**src/rtl/spypath_delay_meter.sv**
```systemverilog
// Launch/capture controller around a spypath chain: toggles the launch level per trial and
// measures resynchronised return delay in clk cycles. Optional min/max tracking: SPY_MINMAX_EN.
module spypath_delay_meter #(
    parameter int CNT_W    = 16,
    parameter int TRIALS_W = 8,
    parameter int TIMEOUT  = 1000,
    parameter int PATH_INV = 0
) (
    input  logic                      clk,
    input  logic                      rst_n,
    input  logic                      start,
    input  logic [TRIALS_W-1:0]       num_trials,
    output logic                      path_launch,
    input  logic                      path_result,
    output logic                      busy,
    output logic                      done,
    output logic                      timeout_err,
    output logic [CNT_W-1:0]          last_delay,
    output logic [CNT_W+TRIALS_W-1:0] delay_sum,
    output logic [CNT_W-1:0]          min_delay,
    output logic [CNT_W-1:0]          max_delay,
    output logic [1:0]                fsm_state
);

    localparam logic [1:0] IDLE    = 2'd0;
    localparam logic [1:0] SETTLE  = 2'd1;
    localparam logic [1:0] MEASURE = 2'd2;
    localparam logic [1:0] FIN     = 2'd3;

    localparam int               SUM_W       = CNT_W + TRIALS_W;
    localparam logic [CNT_W-1:0] TIMEOUT_CNT = CNT_W'(TIMEOUT);
    localparam logic             INV         = (PATH_INV != 0);

    logic [1:0]          state;
    logic                syncMeta;
    logic                syncOut;
    logic [CNT_W-1:0]    cnt;
    logic [TRIALS_W-1:0] trialIdx;
    logic [TRIALS_W-1:0] trialTarget;
    logic [TRIALS_W-1:0] nextIdx;
    logic                match;
    logic                startAcc;
    logic                capture;
    logic                cntAtLimit;

    // Handshake: start is a single-cycle request, accepted only in IDLE; busy covers the
    // accepted run and drops in the same cycle that done pulses.
    assign fsm_state  = state;
    assign match      = (syncOut == (path_launch ^ INV));
    assign startAcc   = (state == IDLE) && start;
    assign capture    = (state == MEASURE) && match;
    assign cntAtLimit = (cnt == TIMEOUT_CNT);
    assign nextIdx    = trialIdx + 1'b1;

    // path_result is asynchronous to clk; two flops before any decision is made on it.
    always_ff @(posedge clk or negedge rst_n) begin
        if (!rst_n) begin
            syncMeta <= 1'b0;
            syncOut  <= 1'b0;
        end else begin
            syncMeta <= path_result;
            syncOut  <= syncMeta;
        end
    end

    always_ff @(posedge clk or negedge rst_n) begin
        if (!rst_n) begin
            state       <= IDLE;
            path_launch <= 1'b0;
            busy        <= 1'b0;
            done        <= 1'b0;
            timeout_err <= 1'b0;
            last_delay  <= '0;
            delay_sum   <= '0;
            cnt         <= '0;
            trialIdx    <= '0;
            trialTarget <= '0;
        end else begin
            done <= 1'b0;
            case (state)
                IDLE: begin
                    if (startAcc) begin
                        trialTarget <= num_trials;
                        trialIdx    <= '0;
                        cnt         <= '0;
                        delay_sum   <= '0;
                        last_delay  <= '0;
                        timeout_err <= 1'b0;
                        busy        <= 1'b1;
                        state       <= (num_trials == '0) ? FIN : SETTLE;
                    end
                end
                SETTLE: begin
                    if (match) begin
                        // The counter starts at 1 so the launch cycle itself is counted.
                        path_launch <= ~path_launch;
                        cnt         <= CNT_W'(1);
                        state       <= MEASURE;
                    end else if (cntAtLimit) begin
                        timeout_err <= 1'b1;
                        state       <= FIN;
                    end else begin
                        cnt <= cnt + 1'b1;
                    end
                end
                MEASURE: begin
                    if (match) begin
                        last_delay <= cnt;
                        delay_sum  <= delay_sum + SUM_W'(cnt);
                        trialIdx   <= nextIdx;
                        cnt        <= '0;
                        state      <= (nextIdx == trialTarget) ? FIN : SETTLE;
                    end else if (cntAtLimit) begin
                        last_delay  <= TIMEOUT_CNT;
                        timeout_err <= 1'b1;
                        state       <= FIN;
                    end else begin
                        cnt <= cnt + 1'b1;
                    end
                end
                FIN: begin
                    done  <= 1'b1;
                    busy  <= 1'b0;
                    state <= IDLE;
                end
                default: state <= IDLE;
            endcase
        end
    end

`ifdef SPY_MINMAX_EN
    // Min starts at all-ones so the first completed trial always replaces it.
    always_ff @(posedge clk or negedge rst_n) begin
        if (!rst_n) begin
            min_delay <= '0;
            max_delay <= '0;
        end else if (startAcc) begin
            min_delay <= '1;
            max_delay <= '0;
        end else if (capture) begin
            if (cnt < min_delay) min_delay <= cnt;
            if (cnt > max_delay) max_delay <= cnt;
        end
    end
`else
    assign min_delay = '0;
    assign max_delay = '0;
`endif

endmodule

```
**config.mk**
```make
export PLATFORM = sky130hd
export DESIGN_NAME = spypath_delay_meter
export DESIGN_NICKNAME = d
export VERILOG_FILES = /design/src/rtl/spypath_delay_meter.sv
export SDC_FILE = /design/constraint.sdc
export NUM_CORES = 1
export LEC_CHECK = 0
export ABC_AREA = 0
export ABC_CLOCK_PERIOD_IN_PS = 2600
export CAP_MARGIN = 20
export CORE_ASPECT_RATIO = 1.5
export CORE_UTILIZATION = 55
export CTS_BUF_LIST = sky130_fd_sc_hd__clkbuf_4 sky130_fd_sc_hd__clkbuf_8
export DETAILED_ROUTE_END_ITERATION = 10
export PLACE_DENSITY = 0.92
export SLEW_MARGIN = 20
export SYNTH_ARGS = -nofsm -noshare
export SYNTH_HDL_FRONTEND = slang
export SYNTH_SLANG_ARGS = --single-unit
```
**constraint.sdc**
```tcl
create_clock -name clk -period 2.6 [get_ports clk]
set_input_delay 0.65 -clock clk [delete_from_list [all_inputs] [get_ports clk]]
set_output_delay 0.65 -clock clk [all_outputs]
set_load 0.1 [all_outputs]
```
# Yosys cells after proc, flatten, opt, wreduce, memory -nomap -nowiden
# Cells that the tools add are included.
totals:
  ff_bits: 80
  latch_bits: 0
  mem_bits_rw: 0
  romBits: 0
  in_bits: 12
  output_inout_bits: 78
  word_cells: 70
  n_memories: 0
classes:
  add_sub_neg: 3
  n_mul: 0
  div_mod_pow: 0
  n_lt_le_gt_ge: 0
  n_eq_ne: 11
  n_shift: 0
  n_mux: 28
  bitwise: 1
  n_reduce_logical: 15
op_table:
  columns: ["operator", "n"]
  rows:
  - ["$mux 16", 6]
  - ["$mux 24", 2]
  - ["$pmux 16 s3", 1]
  - ["$pmux 24 s2", 1]
  - ["$pmux 16 s2", 1]
  - ["$add 24x16->24", 1]
  - ["$add 16x1->16 const B", 1]
  - ["$eq 16x10->1 const B", 1]
  - ["$mux 8", 2]
  - ["$pmux 8 s2", 1]
  - ["$mux 2", 6]
  - ["$add 8x1->8 const B", 1]
  - ["$eq 8x8->1", 1]
  - ["$logic_not 8->1", 1]
  - ["$pmux 2 s4", 1]
  - ["$reduce_and 2->1", 4]
  - ["$ne 2x2->1 const B", 3]
  - ["$reduce_and 3->1", 2]
  - ["$reduce_bool 2->1", 3]
  - ["$mux 1", 5]
  - ["$eq 2x2->1 const B", 2]
  - ["$pmux 1 s2", 2]
  - ["$reduce_and 4->1", 1]
  - ["$ne 3x3->1 const B", 1]
  - ["8 further kinds", 8]

# Depth between registers and ports, before layout
# Gate-level depths: netlist of run 1.
depth:
  depth_word: 5
  ltp_mapped: 9
  mapped_depth_nobuf: 8

# Least setup slack after synthesis of run 1
# No wires, ideal clock.
synth_timing:
  path_kind: "reg-to-reg"
  start: "register delay_sum[0]"
  end: "register delay_sum[22]"
  setup_ps: 82
  arrival_time_ps: 2672
  required_ps: 2518
  slack_ps: -154
  stages_incl_launch_ff: 9
  n_path_buf: 0
  synth_period_minus_slack_ps: 2754
  path_cell_list: "dfrtp_1 -> ha_1 -> fa_1 -> a211oi_1 -> o21ba_1 -> o21ai_4 -> o211ai_4 -> or4_1 -> o211ai_2"
synth_between:
  elab_chain_cells: 3
synth_rtl:
  columns: ["element", "line", "source"]
  rows:
  - ["start: declaration", "19", "output logic [CNT_W+TRIALS_W-1:0] delay_sum,"]
  - ["start signal: assignment", "109", "delay_sum <= delay_sum + SUM_W'(cnt);"]
  - ["$add 24x16->24", "109", null]
  - ["$mux 24", "107", "if (match) begin"]
  - ["$pmux 24 s2", "80", "case (state)"]
# Every way passes these cells. The select of a mux whose other input is x is not followed.
# A chain may end at the register's enable or synchronous reset.

# Worst setup path after layout of run 1
layout_timing:
  start: "register cnt[1]"
  end: "register cnt[14]"
layout_between:
  elab_chain_cells: 4
  elab_cells_between_ends: 6
  cone_classes: "1 x add/sub; 1 x eq/ne; 4 x mux"
layout_rtl:
  columns: ["element", "line", "source"]
  rows:
  - ["start: declaration", "37", "logic [CNT_W-1:0] cnt;"]
  - ["start signal: assignment", "103", "cnt <= cnt + 1'b1;"]
  - ["start signal: assignment", "118", "cnt <= cnt + 1'b1;"]
  - ["$add 16x1->16 / $eq 16x10->1 (equally long branches)", "103, 118, 52", null]
  - ["$mux 16 *", "99, 113", null]
  - ["$mux 16, on equally long branches", "107, 94", null]
  - ["$pmux 16 s3 *", "80", null]
# Every way passes the cells marked *; elsewhere a longest branch is shown, timed or not.

==> results of run 1 <==
## power breakdown
group          switching, mW  total (mW)  internal, mW
registers              0.154        1.57          1.42
clock network          0.509       0.897         0.388
logic                   1.73        2.39         0.655
## cell usage after synthesis, types with 4 or more instances
master    count  area (um2)
mux2_2        8        90.1
and3_1        8        50.1
mux2i_1       5        50.1
ha_1         23         288
a21o_1       12        90.1
nand4_1       7        43.8
nor3_1        8        40.0
a21oi_1      30         150
o211ai_1      8        60.1
inv_1        14        52.6
a31oi_1       5        31.3
buf_4        33         248
nor2_1       35         131
o21ai_0      50         250
xnor2_1      19         166
nand3_1      18        90.1
or3_1         4        25.0
nand2b_1      8        50.1
clkbuf_1      9        33.8
o31ai_1       5        37.5
buf_2         9        45.0
a22o_1        8        70.1
dfrtp_1      80        2000
o21ai_1       9        45.0
a211oi_1      4        30.0
xor2_1       13         114
nand2_1      72         270
## per-stage QoR
stage / cell area (um2) / std cells / power [mW] / hold WS, ps
finish: 5740 / 734 / 4.86 / 336
global route: 5740 / 734 / 5.08 / 378
CTS: 5730 / 734 / 4.84 / 360
detailed placement: 5540 / 718 / 3.95 / 340
global placement: 5540 / 718 / 3.85 / 331
floorplan: 5130 / 582 / 3.38 / 331
## flip-flops by register name, summed over array words and instances, names as in the netlist
name / count
last_delay: 16
done: 1
fsm_state: 2
syncOut: 1
cnt: 16
syncMeta: 1
delay_sum: 24
trialIdx: 8
timeout_err: 1
path_launch: 1
trialTarget: 8
busy: 1
## layer usage
layer	up-vias	wire (um)	GRT usage, %
met5	-	0	0
met2	242	6730	50.2
met1	2117	4730	32.3
li1	2044	-	-
met4	0	734	18.6
met3	69	760	5.36
## repair_timing
item | CTS | global route
hold buffers | 0 | 0
setup endpoints to repair | 0 | 2
resized for setup | 0 | 2
## logic make-up (layout without fill, tap and decap cells)
group | count (synthesis) | in the layout
AND/OR/NAND/NOR | 183 | 183
AO/OA/AOI/OAI | 152 | 152
flip-flops | 80 | 80
buffers and inverters | 66 | 108
XOR/XNOR | 32 | 32
adder cells (fa/ha/maj) | 24 | 24
multiplexers | 13 | 13
other | 1 | 32
## critical path, cell delays in order (launching register included)
cell and delay (ps):
dfrtp_1 540, inv_1 110, ha_1 210, and4bb_2 270, a41oi_2 330, nand4_2 250, nor3_1 320, xnor2_1 190
nor2_1 60
## final timing paths
kind / startpoint / to / slack (ps) / depth (start not counted)
min in group clk: syncMeta$_DFF_PN0_ / syncOut$_DFF_PN0_ / 360 / 0
worst max register to register: cnt[1]$_DFFE_PN0P_ / cnt[14]$_DFFE_PN0P_ / 190 / 8
max in group asynchronous: rst_n / last_delay[10]$_DFFE_PN0P_ / 1590 / 2
worst min register to register: syncMeta$_DFF_PN0_ / syncOut$_DFF_PN0_ / 360 / 0
worst max-delay path: cnt[1]$_DFFE_PN0P_ / cnt[14]$_DFFE_PN0P_ / 190 / 8
worst min-delay path: rst_n / delay_sum[17]$_DFFE_PN0P_ / 340 / 1
## area by class of cell
type                       count  share of cell area, %
multi-input combinational    436                   47.8
clock buffer                  10                   2.40
tap                          110                   2.40
sequential                    80                   35.0
inverter                      14                  0.916
timing repair buffer          78                   10.6
clock inverter                 6                  0.872
==> summary.txt, run 1 <==
Flow run
  – Max-Cap Viols: 0

Pwr
  – Leakage: 2.69 nW
  – Peak VDD IR: 582 uV
  – P per Cell Area: 847 nW/um2

STA
  – RSZ-0062 raised after global routing: no
  – Clock skew: 16.7 ps
  – Slew headroom: 48.9%
  – Max Freq: 0.415 GHz
  – Setup ws final: 191 ps
  – Minimum clock period: 2410 ps
  – Final critical-path share of the clock period: 92.7%
  – Max-slew violation count: 0
  – Tightest Pin Transition: 766 ps
  – Final Hold Vio Count: 0
  – TNS Setup: 0 ps
  – # setup viols final: 0

Setup path
  – Critical Path RT: 2850 ps
  – Worst Path Arrival: 2660 ps
  – Max FO, Critical Path: 8
  – Startpoint Class: flop
  – Nature of the critical path endpoint: flop
  – Setup CP Type: flop to flop

Place
  – Buffers on Ports: 57
  – Gpl congestion: 0.938
  – Pre-CTS setup slack: 144 ps
  – DPL Wire Length: 9680 um

Yosys
  – Synth Cell Area: 5010 um2
  – Mapped Cells: 551
  – Post-synth EDFFs: 0
  – Async S/R FF share, synth: 100%
  – Post-Synth XOR/XNOR Area: 5.59%
  – Ys Warns: 0
  – Mux cell area share after synthesis: 2.80%
  – Seq/Total Area, Yosys: 40.0%
  – Main synth FF type: dfrtp_1
  – Synth Area in Compound Gates: 19.8%
  – Main combinational cell family by area after synthesis: compound AO/OA/AOI/OAI gates
  – Synth unique cells: 59
  – Adder-cell share of the synthesized area: 6.14%
  – Seq cells post-synth: 80
  – Post-synthesis average cell area: 9.09 um2
  – Simple-gate share of the synthesized area: 17.9%

Clocking
  – CTS tree: built
  – Clock tree buffer depth: 2
  – CTS H-tree lvls: 3
  – Clock transition at path regs: 90 ps
  – Buffer count from post-CTS setup fixing: 0
  – Root Buffer Master: clkbuf_8
  – Worst skew pair latency: 370 ps
  – Num Clock Sinks: 80
  – Total CTS buffers: 9

Hold path
  – Worst min path class: input pin to async pin

Layout
  – Layout Nets: 655
  – Multi-input logic area: 2740 um2
  – Final core utilization: 65.0%
  – Most frequent cells in the layout: dfrtp_1, nand2_1, buf_4
  – Area growth, synth to finish: 14.5%
  – Antenna fix cells: 0
  – Share of cells above drive strength 1: 17.8%
  – Most common cell after layout, fill and taps aside: dfrtp_1
  – Sequential Area: 2010 um2
  – Filler cells: 703

Die
  – Die height: 119 um
  – I/O pins: 90
  – Starting density of the core: 56.8%
  – Floorplan die area: 9500 um2
  – Core ar.: 8830 um2
  – Row cnt: 42
  – Chip Width: 79.9 um

Routing
  – DR WL/cell: 17.6 um
  – Drt pass-1 iters: 5
  – WL final: 12,900 um
  – DRC marker count from the first detailed-route iteration: 457
  – Number of remaining DRC errors: 0
  – Vias/cell: 6.09
  – Antenna Nets Post-Route: 0
  – Vias: 4,472

Global routing
  – Largest net degree at the start of global routing: 59
  – Antenna violations before repair: 0
  – Vias in the first global route: 4,526
  – Remaining global-route overflow: 0
  – First-pass GRT wire length: 21,200 um
  – Total GRT Usage: 29.2%

Outcome
  – Status: finished clean
No activity file was read; power rests on OpenSTA's default activity.
==> inputs of run 2 (changes only) <==
- ABC_AREA: 0 -> 1
- TNS_END_PERCENT: default -> 100
==> summary.txt, run 2 <==
Outcome
  – Status: finished clean

Setup path
  – Most Frequent Cell on Critical Path: inv_1
  – Setup CP Type: flop to flop
  – Nature of the critical path endpoint: flop
  – Critical Path RT: 2910 ps
  – Worst R2R Start: fsm_state[0]$_DFFE_PN0P_
  – Worst Path Arrival: 2550 ps
  – Slowest stage delay, CP: 450 ps
  – FF-to-FF setup slack: 360 ps
  – CP delay by family, top: buffers and inverters
  – Crit-path cells: inv_1 -> ha_1 -> inv_1 -> nor2_1 -> nand2_1 -> inv_2 -> o21ai_0 -> o21ai_1
  – CP max stage cell: dfrtp_1
  – Max FO, Critical Path: 10
  – Startpoint Class: flop
  – FF-to-FF End: delay_sum[3]$_DFFE_PN0P_
  – R2R depth: 8
  – Crit path from: fsm_state[0]$_DFFE_PN0P_
  – CP Buf/Inv Count: 3

Pwr
  – Overall power: 4.74 mW
  – Leakage: 2.97 nW
  – P per Cell Area: 809 nW/um2
  – Peak VDD IR: 889 uV

Clocking
  – Buffer count from post-CTS setup fixing: 0
  – Clock tree buffer depth: 2
  – Worst skew pair latency: 380 ps
  – Hold-fix buffers, CTS: 0
  – Resize count post-CTS: 0
  – Num Clock Sinks: 80
  – Total CTS buffers: 9
  – Clock transition at path regs: 90 ps
  – CTS tree: built
  – CTS H-tree lvls: 3
  – Root Buffer Master: clkbuf_8

STA
  – # setup viols final: 0
  – Tightest Pin Transition: 812 ps
  – Final Hold Vio Count: 0
  – Clock skew: 9.28 ps
  – RSZ-0062 raised after global routing: no
  – TNS Setup: 0 ps
  – Final critical-path share of the clock period: 86.2%
  – Slew headroom: 45.8%
  – Max-slew violation count: 0
  – Max Freq: 0.446 GHz
  – Minimum clock period: 2240 ps

Global routing
  – Remaining global-route overflow: 0
  – First-pass GRT wire length: 22,500 um
  – Antenna violations before repair: 0
  – Total GRT Usage: 30.5%
  – Largest net degree at the start of global routing: 37
  – Vias in the first global route: 4,823

Routing
  – Drt pass-1 iters: 5
  – Vias: 4,847
  – DRC marker count from the first detailed-route iteration: 380
  – Number of remaining DRC errors: 0
  – Metal1 wirelength: 5250 um
  – DR WL/cell: 15.6 um
  – Met2 routed WL: 7010 um
  – Vias/cell: 5.58
  – Antenna Nets Post-Route: 0
  – DR top layer: met4
  – WL final: 13,500 um
  – Met3 wire len: 701 um

Layout
  – Largest registers: delay_sum: 24 flops, cnt: 16 flops, last_delay: 16 flops
  – Final Instance Count excl. Fillers: 868
  – Reg with most FFs: delay_sum
  – Most frequent cells in the layout: nand2_1, dfrtp_1, inv_1
  – Max FFs per register: 24
  – Most common cell after layout, fill and taps aside: nand2_1
  – Filler cells: 779
  – Share of cells above drive strength 1: 12.9%
  – Layout Nets: 789
  – Area growth, synth to finish: 13.9%
  – Final core utilization: 65.5%
  – Antenna fix cells: 0

Die
  – Floorplan die area: 9750 um2
  – Core ar.: 8930 um2
  – I/O pins: 90
  – Row cnt: 42
  – Chip Width: 81.0 um
  – Starting density of the core: 57.6%
  – Die height: 120 um

Yosys
  – Synth Cell Area: 5140 um2
  – Top-area cell type share of the netlist area: 38.9%
  – Count leader, synth: nand2_1
  – Ys Warns: 0
  – Synth area leader: dfrtp_1
  – Synth unique cells: 43
  – Seq/Total Area, Yosys: 38.9%
  – Async S/R FF share, synth: 100%
  – Post-synth EDFFs: 0
  – Main synth FF type: dfrtp_1
  – Commonest cells in the netlist: nand2_1, dfrtp_1, inv_1
  – Mapped Cells: 690
  – Seq cells post-synth: 80
  – Post-synthesis average cell area: 7.45 um2
  – Synth area leaders: dfrtp_1, nand2_1, ha_1

Hold path
  – Worst min path class: input pin to async pin

Place
  – DPL Wire Length: 10,300 um
  – Gpl congestion: 0.946
  – Buffers on Ports: 57
  – Placed cell count: 852

Flow run
  – Max-Cap Viols: 0
run 2: cell count changes after synthesis, sizes merged, moves of 9 or more:
cell    delta
nor2      +26
nand3     +26
nand2    +115
xnor2     -18
xor2       -9
o211ai    -10
inv       +62
nor3      +11
a21oi     +18
a21o      -10
run 2: metrics by stage:
stage | setup WS, ps | hold slack, ps | instance area (um2)
floorplan | 143 | 331 | 5260
global placement | 339 | 346 | 5600
detailed placement | 276 | 348 | 5600
CTS | 407 | 228 | 5860
global route | 186 | 251 | 5860
finish | 360 | 214 | 5860
run 2: report_power, final:
group | switching (mW) | internal [mW] | total (mW)
Sequential | 0.143 | 1.41 | 1.55
Combinational | 1.59 | 0.429 | 2.02
Clock | 0.496 | 0.669 | 1.16
Total | 2.23 | 2.50 | 4.74
run 2: cell families after synthesis:
group | Yosys count | share of synthesized area (%)
buf+inv | 121 | 11.7
flops | 80 | 38.9
fa+ha+maj | 24 | 5.99
other cells | 1 | 0.0729
xor+xnor | 5 | 0.852
compound gates | 121 | 12.8
simple gates | 338 | 29.7
run 2: worst reg2reg max path, stage by stage, from the launching register on:
cell and delay (ps):
dfrtp_1 450, inv_1 130, ha_1 360, inv_1 190, nor2_1 250, nand2_1 250
inv_2 260, o21ai_0 130, o21ai_1 140
run 2: how the worst max path moves through the flow:
stage / endpoint / depth (start not counted)
floorplan: cnt[9]$_DFFE_PN0P_ / 11
global placement: cnt[11]$_DFFE_PN0P_ / 7
detailed placement: cnt[9]$_DFFE_PN0P_ / 7
CTS: delay_sum[16]$_DFFE_PN0P_ / 12
global route: delay_sum[8]$_DFFE_PN0P_ / 8
finish: delay_sum[3]$_DFFE_PN0P_ / 8
run 2: layout make-up:
cell class / count / area (um2) / share of cell area [%]
inverter: 76 / 285 / 4.87
tap: 110 / 138 / 2.35
multi-input combinational: 520 / 2660 / 45.4
clock buffer: 10 / 138 / 2.35
sequential: 80 / 2000 / 34.2
clock inverter: 6 / 115 / 1.97
timing repair buffer: 66 / 520 / 8.89
run 2: routing by layer:
layer  track usage (%)  up-vias
li1                  -     2322
met1              34.8     2288
met2              52.9      193
met3              4.15       44
met4              18.0        0
met5                 0        -
